==> config.mk <==
export PLATFORM = sky130hd
export DESIGN_NAME = match_controller_flat
export DESIGN_NICKNAME = d
export VERILOG_FILES = /design/src/rtl/match_controller_if.sv /design/src/rtl/match_controller.sv /design/src/flat_wrapper.sv
export SDC_FILE = /design/constraint.sdc
export NUM_CORES = 1
export LEC_CHECK = 0
export CORE_MARGIN = 1
export CORE_UTILIZATION = 40
export CTS_CLUSTER_SIZE = 30
export DETAILED_ROUTE_END_ITERATION = 8
export PLACE_DENSITY_LB_ADDON = 0.05
export SYNTH_ARGS = -nofsm -noshare
export SYNTH_HDL_FRONTEND = slang
export SYNTH_SLANG_ARGS = --single-unit
==> constraint.sdc <==
create_clock -name clk -period 2.8 [get_ports clk]
set_clock_uncertainty 0.1 [all_clocks]
set_input_delay 0.56 -clock clk [delete_from_list [all_inputs] [get_ports clk]]
set_output_delay 0.56 -clock clk [all_outputs]
set_load 0.05 [all_outputs]
==> src/rtl/match_controller_if.sv <==
// Handshake/status bundle between the Pong match sequencer and its
// neighbours (start button, ball engine, paddle/computer-player datapaths).
interface match_controller_if #(
  parameter int unsigned SCORE_W = 4
);
  logic               start;
  logic [1:0]         diff;
  logic               miss_left;
  logic               miss_right;
  logic               paddle_hit;
  logic               game_on;
  logic               round_reset;
  logic               serve_dir;
  logic [SCORE_W-1:0] score_left;
  logic [SCORE_W-1:0] score_right;
  logic [1:0]         winner;
  logic               ai_enable;
  logic [31:0]        ai_ticks_per_px;
  logic [2:0]         state_dbg;

  modport master (
    output start, diff, miss_left, miss_right, paddle_hit,
    input  game_on, round_reset, serve_dir, score_left, score_right,
           winner, ai_enable, ai_ticks_per_px, state_dbg
  );

  modport slave (
    input  start, diff, miss_left, miss_right, paddle_hit,
    output game_on, round_reset, serve_dir, score_left, score_right,
           winner, ai_enable, ai_ticks_per_px, state_dbg
  );
endinterface

==> src/rtl/match_controller.sv <==
// Pong match sequencer: serve/play/point/over FSM, scores, computer paddle speed.
// Optional macro RALLY_SPEEDUP_EN: paddle hits in PLAY speed up the computer paddle.
module match_controller #(
  parameter int unsigned SERVE_DELAY = 50000000,
  parameter int unsigned POINT_DELAY = 25000000,
  parameter int unsigned WIN_SCORE   = 7,
  parameter int unsigned SCORE_W     = 4,
  parameter int unsigned TICKS_EASY  = 80000,
  parameter int unsigned TICKS_MED   = 40000,
  parameter int unsigned TICKS_HARD  = 20000,
  parameter int unsigned TICKS_MIN   = 10000,
  parameter int unsigned RALLY_STEP  = 4
) (
  input logic              clk,
  input logic              reset,
  match_controller_if.slave bus
);
  localparam int unsigned DMAX = (SERVE_DELAY > POINT_DELAY) ? SERVE_DELAY : POINT_DELAY;
  localparam int unsigned DW   = (DMAX > 1) ? $clog2(DMAX) : 1;
  localparam logic [SCORE_W-1:0] WIN = SCORE_W'(WIN_SCORE);

  typedef enum logic [2:0] {
    IDLE  = 3'd0,
    SERVE = 3'd1,
    PLAY  = 3'd2,
    POINT = 3'd3,
    OVER  = 3'd4
  } state_t;

  state_t             state, next_state;
  logic [DW-1:0]      delay_cnt;
  logic               start_q;
  logic [1:0]         diff_q;
  logic               start_rise, any_miss, win_left, win_right;
  logic [SCORE_W-1:0] left_next, right_next;

  function automatic logic [31:0] ticks_for(input logic [1:0] d);
    case (d)
      2'b10:   return 32'(TICKS_MED);
      2'b11:   return 32'(TICKS_HARD);
      default: return 32'(TICKS_EASY);
    endcase
  endfunction

  assign start_rise = bus.start & ~start_q;
  assign any_miss   = bus.miss_left | bus.miss_right;
  // A simultaneous double miss scores for nobody.
  assign left_next  = bus.score_left  + SCORE_W'(bus.miss_right & ~bus.miss_left);
  assign right_next = bus.score_right + SCORE_W'(bus.miss_left & ~bus.miss_right);
  assign win_left   = (left_next == WIN);
  assign win_right  = (right_next == WIN);
  assign bus.state_dbg = state;

  always_ff @(posedge clk or posedge reset) begin
    if (reset) state <= IDLE;
    else       state <= next_state;
  end

  always_comb begin
    next_state = state;
    case (state)
      IDLE, OVER: if (start_rise) next_state = SERVE;
      SERVE:      if (delay_cnt == '0) next_state = PLAY;
      PLAY:       if (any_miss) next_state = (win_left || win_right) ? OVER : POINT;
      POINT:      if (delay_cnt == '0) next_state = SERVE;
      default:    next_state = IDLE;
    endcase
  end

`ifdef RALLY_SPEEDUP_EN
  localparam int unsigned RW = (RALLY_STEP > 1) ? $clog2(RALLY_STEP) : 1;
  logic [RW-1:0] rally_cnt;
  logic [31:0]   ticks_dec;

  assign ticks_dec = bus.ai_ticks_per_px - (bus.ai_ticks_per_px >> 3);
`else
  logic unused_paddle_hit;
  assign unused_paddle_hit = bus.paddle_hit;
`endif

  always_ff @(posedge clk or posedge reset) begin
    if (reset) begin
      delay_cnt           <= '0;
      start_q             <= 1'b0;
      diff_q              <= '0;
      bus.game_on         <= 1'b0;
      bus.round_reset     <= 1'b0;
      bus.serve_dir       <= 1'b1;
      bus.score_left      <= '0;
      bus.score_right     <= '0;
      bus.winner          <= '0;
      bus.ai_enable       <= 1'b0;
      bus.ai_ticks_per_px <= 32'(TICKS_EASY);
`ifdef RALLY_SPEEDUP_EN
      rally_cnt           <= '0;
`endif
    end else begin
      start_q         <= bus.start;
      bus.game_on     <= (next_state == PLAY);
      bus.round_reset <= (next_state == SERVE) && (state != SERVE);

      // Shared down-counter: reload on any state change, else count to zero.
      if (next_state != state) begin
        if (next_state == SERVE)      delay_cnt <= DW'(SERVE_DELAY - 1);
        else if (next_state == POINT) delay_cnt <= DW'(POINT_DELAY - 1);
        else                          delay_cnt <= '0;
      end else if (delay_cnt != '0) begin
        delay_cnt <= delay_cnt - 1'b1;
      end

      case (state)
        IDLE, OVER: if (start_rise) begin
          diff_q              <= bus.diff;
          bus.ai_enable       <= (bus.diff != 2'b00);
          bus.ai_ticks_per_px <= ticks_for(bus.diff);
          bus.score_left      <= '0;
          bus.score_right     <= '0;
          bus.winner          <= '0;
        end
        SERVE: begin
          bus.ai_ticks_per_px <= ticks_for(diff_q);
`ifdef RALLY_SPEEDUP_EN
          rally_cnt           <= '0;
`endif
        end
        PLAY: begin
          if (any_miss) begin
            bus.score_left  <= left_next;
            bus.score_right <= right_next;
            if (bus.miss_left && bus.miss_right) bus.serve_dir <= ~bus.serve_dir;
            else                                 bus.serve_dir <= bus.miss_right;
            if (win_left)       bus.winner <= 2'b01;
            else if (win_right) bus.winner <= 2'b10;
          end
`ifdef RALLY_SPEEDUP_EN
          if (bus.paddle_hit) begin
            if (rally_cnt == RW'(RALLY_STEP - 1)) begin
              rally_cnt           <= '0;
              bus.ai_ticks_per_px <= (ticks_dec < 32'(TICKS_MIN)) ? 32'(TICKS_MIN) : ticks_dec;
            end else begin
              rally_cnt <= rally_cnt + 1'b1;
            end
          end
`endif
        end
        default: ;
      endcase
    end
  end
endmodule

==> src/flat_wrapper.sv <==
// flat-port wrapper written by rule: the top's interface ports become plain ports
module match_controller_flat 
#(
  parameter int unsigned SERVE_DELAY = 50000000,
  parameter int unsigned POINT_DELAY = 25000000,
  parameter int unsigned WIN_SCORE   = 7,
  parameter int unsigned SCORE_W     = 4,
  parameter int unsigned TICKS_EASY  = 80000,
  parameter int unsigned TICKS_MED   = 40000,
  parameter int unsigned TICKS_HARD  = 20000,
  parameter int unsigned TICKS_MIN   = 10000,
  parameter int unsigned RALLY_STEP  = 4
)
  (clk, reset, bus_start, bus_diff, bus_miss_left, bus_miss_right, bus_paddle_hit, bus_game_on, bus_round_reset, bus_serve_dir, bus_score_left, bus_score_right, bus_winner, bus_ai_enable, bus_ai_ticks_per_px, bus_state_dbg);
  match_controller_if #(.SCORE_W(SCORE_W)) bus_i ();
  input logic clk;
  input logic reset;
  input wire logic [$bits(bus_i.start)-1:0] bus_start;
  input wire logic [$bits(bus_i.diff)-1:0] bus_diff;
  input wire logic [$bits(bus_i.miss_left)-1:0] bus_miss_left;
  input wire logic [$bits(bus_i.miss_right)-1:0] bus_miss_right;
  input wire logic [$bits(bus_i.paddle_hit)-1:0] bus_paddle_hit;
  output wire logic [$bits(bus_i.game_on)-1:0] bus_game_on;
  output wire logic [$bits(bus_i.round_reset)-1:0] bus_round_reset;
  output wire logic [$bits(bus_i.serve_dir)-1:0] bus_serve_dir;
  output wire logic [$bits(bus_i.score_left)-1:0] bus_score_left;
  output wire logic [$bits(bus_i.score_right)-1:0] bus_score_right;
  output wire logic [$bits(bus_i.winner)-1:0] bus_winner;
  output wire logic [$bits(bus_i.ai_enable)-1:0] bus_ai_enable;
  output wire logic [$bits(bus_i.ai_ticks_per_px)-1:0] bus_ai_ticks_per_px;
  output wire logic [$bits(bus_i.state_dbg)-1:0] bus_state_dbg;
  assign bus_i.start = bus_start;
  assign bus_i.diff = bus_diff;
  assign bus_i.miss_left = bus_miss_left;
  assign bus_i.miss_right = bus_miss_right;
  assign bus_i.paddle_hit = bus_paddle_hit;
  assign bus_game_on = bus_i.game_on;
  assign bus_round_reset = bus_i.round_reset;
  assign bus_serve_dir = bus_i.serve_dir;
  assign bus_score_left = bus_i.score_left;
  assign bus_score_right = bus_i.score_right;
  assign bus_winner = bus_i.winner;
  assign bus_ai_enable = bus_i.ai_enable;
  assign bus_ai_ticks_per_px = bus_i.ai_ticks_per_px;
  assign bus_state_dbg = bus_i.state_dbg;
  match_controller #(.SERVE_DELAY(SERVE_DELAY), .POINT_DELAY(POINT_DELAY), .WIN_SCORE(WIN_SCORE), .SCORE_W(SCORE_W), .TICKS_EASY(TICKS_EASY), .TICKS_MED(TICKS_MED), .TICKS_HARD(TICKS_HARD), .TICKS_MIN(TICKS_MIN), .RALLY_STEP(RALLY_STEP)) u_core (.clk(clk), .reset(reset), .bus(bus_i));
endmodule
### Word-level counts from Yosys, hierarchy flattened

Cells that the tools add are included.

| storage, ports and cells | value |
|---|---|
| register bits after elaboration | 78 |
| input bits | 8 |
| output and inout port bits | 49 |
| word-level logic and storage cells | 82 |

| operators by class | value |
|---|---|
| $add $sub $neg | 3 |
| equality and inequality tests | 18 |
| multiplexer cells | 25 |
| bitwise operators | 8 |
| reduce and logical (&&, ||, !) cells | 16 |

Operators by type and width:

| cell | count |
|---|---|
| 2-to-1 mux 26 bit | 3 |
| one-hot mux 17 bit (2 select lines) | 2 |
| one-hot mux 32 bit (2 select lines) | 1 |
| 2-to-1 mux 32 bit | 1 |
| zero test 26 bit | 1 |
| nonzero test 26 bit | 1 |
| subtractor 26 x 1 -> 26 bit (second input constant) | 1 |
| 2-to-1 mux 25 bit | 1 |
| one-hot mux 4 bit (2 select lines) | 2 |
| 2-to-1 mux 3 bit | 5 |
| equality test 3 x 2 -> 1 bit (second input constant) | 4 |
| 2-to-1 mux 4 bit | 3 |
| one-hot mux 3 bit (4 select lines) | 1 |
| adder 4 bit | 2 |
| AND 1 x 4 -> 4 bit | 2 |
| equality test 2 bit (second input constant) | 4 |
| equality test 4 x 3 -> 1 bit (second input constant) | 2 |
| 2-to-1 mux 2 bit | 4 |
| inverter 1 -> 4 bit | 2 |
| nonzero test 2 bit | 4 |
| equality test 3 x 1 -> 1 bit (second input constant) | 2 |
| inequality test 3 x 1 -> 1 bit (second input constant) | 2 |
| AND reduction 2 bit | 3 |
| inequality test 2 x 1 -> 1 bit (second input constant) | 2 |
| other kinds (13) | 15 |

### Depth between registers and ports, before layout

| logic depth | value |
|---|---|
| depth after elaboration | 12 |
| mapped depth | 10 |
| depth with buffers taken out | 9 |

### Worst setup path before layout

No wires, ideal clock.

| path | value |
|---|---|
| path type | register to register |
| from | reg u_core.delay_cnt[20] |
| to | reg u_core.delay_cnt[16] |
| library setup time | 118 ps |
| data arrival time | 2,514 ps |
| required time | 2,582 ps |
| path slack | 68 ps |
| cell stages (with the launch flop) | 9 |
| path buffers | 1 |
| period minus slack after synthesis | 2,732 ps |
| cells stage by stage | dfrtp_1 or4_4 or3_4 or4_4 o21a_4 o211a_1 buf_6 a21oi_1 nor2_1 |

| between the ends | value |
|---|---|
| longest elaborated chain between the ends | 7 |
| elaborated cells on any way between the ends | 12 |
| those cells by class | eq/ne (3); mux (6); reduce/logical (3) |

RTL lines:

| element | RTL line | source |
|---|---|---|
| start, declared | match_controller.sv:31 | `logic [DW-1:0] delay_cnt;` |
| start signal, assigned | match_controller.sv:104 | `if (next_state == SERVE) delay_cnt <= DW'(SERVE_DELAY - 1);` |
| start signal, assigned | match_controller.sv:105 | `else if (next_state == POINT) delay_cnt <= DW'(POINT_DELAY - 1);` |
| start signal, assigned | match_controller.sv:108 | `delay_cnt <= delay_cnt - 1'b1;` |
| zero test 26 bit | match_controller.sv:63, match_controller.sv:65 |  |
| 2-to-1 mux 3 bit (on tied branches) | match_controller.sv:65, match_controller.sv:63 |  |
| one-hot mux 3 bit (4 select lines) | match_controller.sv:61 | `case (state)` |
| equality test 3 x 2 -> 1 bit | match_controller.sv:105 |  |
| 2-to-1 mux 25 bit | match_controller.sv:105 |  |
| 2-to-1 mux 26 bit | match_controller.sv:104 |  |
| 2-to-1 mux 26 bit | match_controller.sv:103 | `if (next_state != state) begin` |

Parallel ways exist; a longest one is shown, timed or not.
A chain may end at the register's enable or synchronous reset.

### Final worst setup path

| path | value |
|---|---|
| from | reg u_core.delay_cnt[20] |
| to | reg u_core.delay_cnt[11] |

The elaborated chain is that of the path after synthesis.

==> impl_metrics.toml <==
[outcome]
status = "completed"

[setup_path]
crit_arrival_ns = 2.89
cp-start-kind = "flop"
slowest_stage = "or4_4"
r2r-start = "u_core.delay_cnt[20]"
reg2reg_to = "u_core.delay_cnt[11]"
ff2ff_setup_slack_ns = 0.02
slowest_delay_ns = 0.55
crit_top_cell = "or4_4"
cp.buffers_inverters = 1
reg2regPathDepth = 8
critPathTopFamily = "simple AND/OR/NAND/NOR gates"
endpoint_kind = "flop"
required_ns = 2.90
crit_type = "flop to flop"
crit_chain = "or4_4 > or3_4 > or4_4 > o21a_4 > o211a_4 > buf_16 > a21oi_2 > nor2_1"
cp_max_fo = 11

[worst_hold_path]
hp-class = "flop to flop"
min-delay-start = "u_core.bus.ai_enable"
whs_path_depth = 2
hold_end = "u_core.bus.ai_enable"

[pwr]
p_per_area_nw_per_um2 = 802
p_leak_nw = 1.68
power_mw = 3.04
ir_drop_mv = 0.561

[clock_network]
cts-buffers-inserted = 5
clk_latency_ns = 0.31
root_buffer = "clkbuf_8"
postCtsSetupBuffers = 0
clkSinkCount = 51
clk_pin_slew_ns = 0.09
htree_levels = 2
cts_tree = "yes"
ctsLongestPathBuffers = 2

[routing]
drc = 0
drtAntennaViolNets = 0
wire_per_inst_um = 13.8
routed_via_density = 4.93
drt_iter0_markers = 64
drt_pass1_iterations = 4
vias = 2424
finalWirelength_um = 6790

[logic_synthesis]
yosysWarnings = 0
ys_ff_latch = 51
ys_async_sr_fraction = 1.00
synth-edff-count = 0
ys_types = 47
yosysSeqAreaShare = 0.431
synth_flop_cell = "dfrtp_1"
netlist_instances = 332
avgSynthCellArea_sq_um = 8.94
netlist_area_sq_um = 2970

[timing]
slew_headroom = 0.666
fmax_mhz = 359
final_hold_viol_count = 0
hold-worst-slack_ns = 0.386
slew_viol_final = 0
setup_viol = 0
worst_pin_slew_ns = 0.499
post-route-period-util = 0.994
tns_ns = 0
fin_crit_ns = 2.78
rsz0062_at_grt = "true"
setup_ws_ns = 0.0163

[final_layout]
drive_gt1_frac = 0.214
finalCoreUtilization = 0.525
n_antenna_cell = 0
area_delta_synth_final_pct = 27.6
finalNetCount = 405
design_area_sq_um = 3780
instances_no_fill = 492

[floorplan]
num_rows = 31
die_h_um = 88.1
ios = 57
die_w_um = 88.1
core_sq_um = 7210
start_util = 0.411
dieArea_sq_um = 7770

[placement]
gp_congestion = 0.756
place_area_sq_um = 3510
dp_cells = 483
io_buffers = 33
dp_hpwl_um = 4590
preCtsSetupSlack_ns = -0.421

[grt]
grt_pass1_vias = 2264
grt_util_all_layers = 0.182
grt_pass1_wl_um = 10800
grt_max_degree = 20
overflow = 0
antenna_found_initial = 0

[flow_run]
maxCapViolations = 0
-- synth_stat cells (3+ instances only) --
cell / n / share of area
nor2_1: 45 / 0.057
dfstp_2: 3 / 0.027
buf_6: 4 / 0.015
o22ai_1: 3 / 0.0063
o21ai_0: 14 / 0.024
ha_1: 5 / 0.021
nand2_1: 34 / 0.043
a21oi_1: 28 / 0.047
clkbuf_1: 5 / 0.0063
nor2b_1: 7 / 0.015
nand2b_1: 6 / 0.013
inv_1: 6 / 0.0076
or3_1: 4 / 0.0084
nor4_1: 4 / 0.0084
dfrtp_1: 48 / 0.40
xor2_1: 21 / 0.062
nand3_1: 8 / 0.013
buf_4: 28 / 0.071
xnor2_1: 5 / 0.015
nor3_1: 15 / 0.025
nor3b_1: 4 / 0.010
-- worst min-delay path, cell delays in order, from the launching register on --
cell     delay (ns)
dfrtp_1        0.36
nand2_1        0.05
nand2_1        0.05
-- how the worst max path moves through the flow --
stage                               startpoint              endpoint  slack (ns)  cells after the start
after global routing      u_core.delay_cnt[20]  u_core.delay_cnt[11]       -0.05                      8
after detailed placement        bus_miss_right   u_core.delay_cnt[0]       -0.42                     12
final                     u_core.delay_cnt[20]  u_core.delay_cnt[11]        0.02                      8
after floorplan           u_core.delay_cnt[20]  u_core.delay_cnt[16]        0.07                      8
after CTS                 u_core.delay_cnt[20]  u_core.delay_cnt[19]        0.01                      8
after global placement          bus_miss_right   u_core.delay_cnt[0]       -0.40                     12
-- cell usage in the layout, fill, tap and decap left out, types with 3 or more instances in the layout --
cell type,netlist,routed
or3_1,4,4
o22ai_1,3,3
nor3b_1,4,4
buf_4,28,35
nor2b_1,7,6
nor4_1,4,4
o21ai_0,14,13
conb_1,2,22
nand3_1,8,8
nor2_1,45,45
dfrtp_1,48,48
clkdlybuf4s50_1,0,31
clkbuf_8,0,6
xor2_1,21,21
nor3_1,15,15
nand2_1,34,34
a21oi_2,1,13
dfstp_2,3,3
inv_1,6,5
xnor2_1,5,5
nand2b_1,6,6
a21oi_1,28,14
-- layer usage --
layer	global-route usage	part of all wire
met1	0.232	0.46
met2	0.320	0.50
met3	0.0226	0.020
met4	0.0616	0.016
met5	0	0
-- logic make-up after synthesis --
logic type | count (synthesis) | share of synthesized area
xor gates and xnor gates | 26 | 0.0768
buffers and inverters | 44 | 0.102
DFF | 51 | 0.431
and+or+nand+nor | 142 | 0.235
AOI/OAI and AO/OA | 62 | 0.131
other | 2 | 0.00253
adders and majority gates | 5 | 0.0211
-- state kept, by name, summed over array words and instances, names as in the netlist --
register	cells
u_core.delay_cnt	26
u_core.bus.ai_ticks_per_px	5
u_core.bus.score_left	4
u_core.bus.score_right	4
u_core.bus.state_dbg	3
u_core.bus.winner	2
u_core.diff_q	2
u_core.bus.ai_enable	1
u_core.bus.game_on	1
u_core.bus.round_reset	1
u_core.bus.serve_dir	1
u_core.start_q	1
-- area by class of cell --
type | count | area [sq um]
Clock buffer | 6 | 82.6
Clock inverter | 2 | 35.0
Fill cell | 715 | 3430
Inverter | 6 | 22.5
Multi-Input combinational cell | 257 | 1590
Sequential cell | 51 | 1280
Tap cell | 99 | 124
Timing Repair Buffer | 71 | 649
-- where the power goes --
group	internal (mW)	switching [mW]
Combinational	0.534	0.832
Sequential	0.953	0.177
Clock	0.290	0.250
-- what timing repair did --
action | in CTS | in global routing
pin swaps | 3 | 0
endpoints found under the hold margin | 0 | 0
gates resized for setup | 16 | 15
gates cloned | 1 | 0
hold buffers | 0 | 0
endpoints found under the setup margin | 25 | 21
(Power assumes the default switching activity.)
==> RTL edit: new RTL, config.mk and constraints unchanged <==
`TICKS_EASY` is set to 80000 in 2 places; all go to 65536.
--- a/src/rtl/match_controller.sv
+++ b/src/rtl/match_controller.sv
@@ -5,7 +5,7 @@
   parameter int unsigned POINT_DELAY = 25000000,
   parameter int unsigned WIN_SCORE   = 7,
   parameter int unsigned SCORE_W     = 4,
-  parameter int unsigned TICKS_EASY  = 80000,
+  parameter int unsigned TICKS_EASY  = 65536,
   parameter int unsigned TICKS_MED   = 40000,
   parameter int unsigned TICKS_HARD  = 20000,
   parameter int unsigned TICKS_MIN   = 10000,
--- a/src/flat_wrapper.sv
+++ b/src/flat_wrapper.sv
@@ -5,7 +5,7 @@
   parameter int unsigned POINT_DELAY = 25000000,
   parameter int unsigned WIN_SCORE   = 7,
   parameter int unsigned SCORE_W     = 4,
-  parameter int unsigned TICKS_EASY  = 80000,
+  parameter int unsigned TICKS_EASY  = 65536,
   parameter int unsigned TICKS_MED   = 40000,
   parameter int unsigned TICKS_HARD  = 20000,
   parameter int unsigned TICKS_MIN   = 10000,
Check against the original RTL: not equivalent (a bounded check fails within 4 cycles, from zero or initial values and one cycle with reset high).
==> RTL edit against the unedited design <==
Via count decreased by 0.50%; worst setup slack improved by 0.15 ns; fmax increased by 5.6%; final area decreased by 5.3%; routed wire length decreased by 0.88%; sequential cell count decreased by 1; synthesized area decreased by 1.9%; critical path type unchanged; critical endpoint is now u_core.delay_cnt[1]; highest routed layer unchanged.
Power is not compared: it rests on default switching activity, and its combinational part moved more than twofold at a synthesized area within 25%.
==> RTL edit: results (changes against the unedited design) <==
status: "finished clean"
finalNetCount: 385  # -4.9%
wl_um: 6730  # -0.88%
multi_input_area_um2: 1450  # -9.0%
track_usage_pct: 19.2  # +1.0 points
yosysWarnings: 0  # unchanged
grt_pass1_wl_um: 11300  # +4.1%
ys.flop_type: "dfrtp_1"
drt_iter0_markers: 96  # +50%
placedCellCount: 461  # -4.6%
ys_seq_area_share_pct: 43.1  # -0.050 points
hpwl_um: 4840  # +5.3%
grt_max_degree: 51  # +160%
r2r-start: "u_core.delay_cnt[12]"
grt_pass1_vias: 2317  # +2.3%
worstPathMaxFanout: 8  # -3
relSlewSlack_pct: 56.1  # -10 points
cts_resized: 0  # -16
critPathTopFamily: "simple AND/OR/NAND/NOR gates"
nFillCells: 680  # -4.9%
crit_arrival_ns: 2.77  # -0.12 ns
rrSetupSlack_ns: 0.16  # +0.15 ns
synthTopCellsByArea: "dfrtp_1 41%, buf_4 7.5%, o211ai_1 4.4%"
slowest_delay_ns: 0.59  # +0.04 ns
hold_slack_ns: 0.377  # -0.00890 ns
vias_per_cell: 5.14  # +4.4%
synthCells: 312  # -6.0%
reg2regPathDepth: 5  # -3
drive_gt1_share_pct: 15.0  # -6.4 points
finalNonFillerCells: 469  # -4.7%
gp_congestion: 0.765  # +1.2%
r2r-end: "u_core.delay_cnt[1]"
n_antenna_cell: 0  # unchanged
portBuffers: 32  # -3.0%
synth_commonest_cells: "48 x dfrtp_1, 31 x nand2_1, 29 x buf_4"
min_to: "u_core.bus.ai_enable"
[RTL edit: changes by cell type after synthesis, moves of 4 or more]
| cell | unedited run | this run |
|---|---|---|
| xnor2_1 | 5 | 14 |
| nor2_1 | 45 | 22 |
| a21oi_1 | 28 | 11 |
| nor2b_1 | 7 | 3 |
| nor4_1 | 4 | 9 |
| xor2_1 | 21 | 10 |
| o211ai_1 | 0 | 17 |
| nand2b_1 | 6 | 2 |
[RTL edit: power by group]
group          total, W  leakage, nW  internal [W]  switching [W]
Clock          0.000524       0.0514      0.000267       0.000257
Sequential     0.000739        0.570      0.000731     0.00000706
Combinational  0.000144        0.838     0.0000294       0.000114
[RTL edit: cells by family after synthesis]
logic type,share of synthesized area [%]
adder cells (fa/ha/maj),2.15
AND/OR/NAND/NOR,21.4
XOR/XNOR,7.23
multiplexers,0.516
AO/OA/AOI/OAI,15.5
other,0.129
buffers and inverters,9.94
flip-flops,43.1
[RTL edit: per-stage QoR]
stage	utilization, %	total power [W]	area, um^2	setup WS [ns]	setup TNS, ns
floorplan	-	0.000888	2990	0.197	0
detailed placement	50.3	0.000897	3470	-0.125	-1.61
global placement	50.3	0.000897	3470	-0.0920	-1.17
global route	51.9	0.00146	3580	0.0409	0
CTS	51.9	0.00143	3580	0.133	0
finish	51.9	0.00141	3580	0.165	0
[RTL edit: cell type report]
cell class	count	area share (%)
tap	96	3.35
inverter	4	0.419
clock buffer	6	2.03
clock inverter	2	1.05
multi-input combinational	242	40.4
sequential	50	35.0
timing repair buffer	69	17.7
[RTL edit: metal layers]
metal	track usage (%)	routed length (um)	part of all wire, %
met5	0	0	0
met4	4.47	62	0.92
met3	3.60	230	3.4
met2	33.0	3320	49
met1	25.0	3120	46
[RTL edit: worst min-delay path: cells and delay by family (launching register included)]
kind,cells,cell delay (ns)
flops,1,0.36
simple gates,2,0.10
[RTL edit: worst max-delay path by stage]
stage                     depth (start not counted)                    to  slack [ns]                  from
after floorplan                                   7  u_core.delay_cnt[25]        0.20  u_core.delay_cnt[12]
after global placement                           12   u_core.delay_cnt[3]       -0.09         bus_miss_left
after detailed placement                         12  u_core.delay_cnt[21]       -0.12        bus_miss_right
after CTS                                         5  u_core.delay_cnt[25]        0.13  u_core.delay_cnt[12]
after global routing                             12   u_core.delay_cnt[3]        0.04         bus_miss_left
final                                             5   u_core.delay_cnt[1]        0.16  u_core.delay_cnt[12]
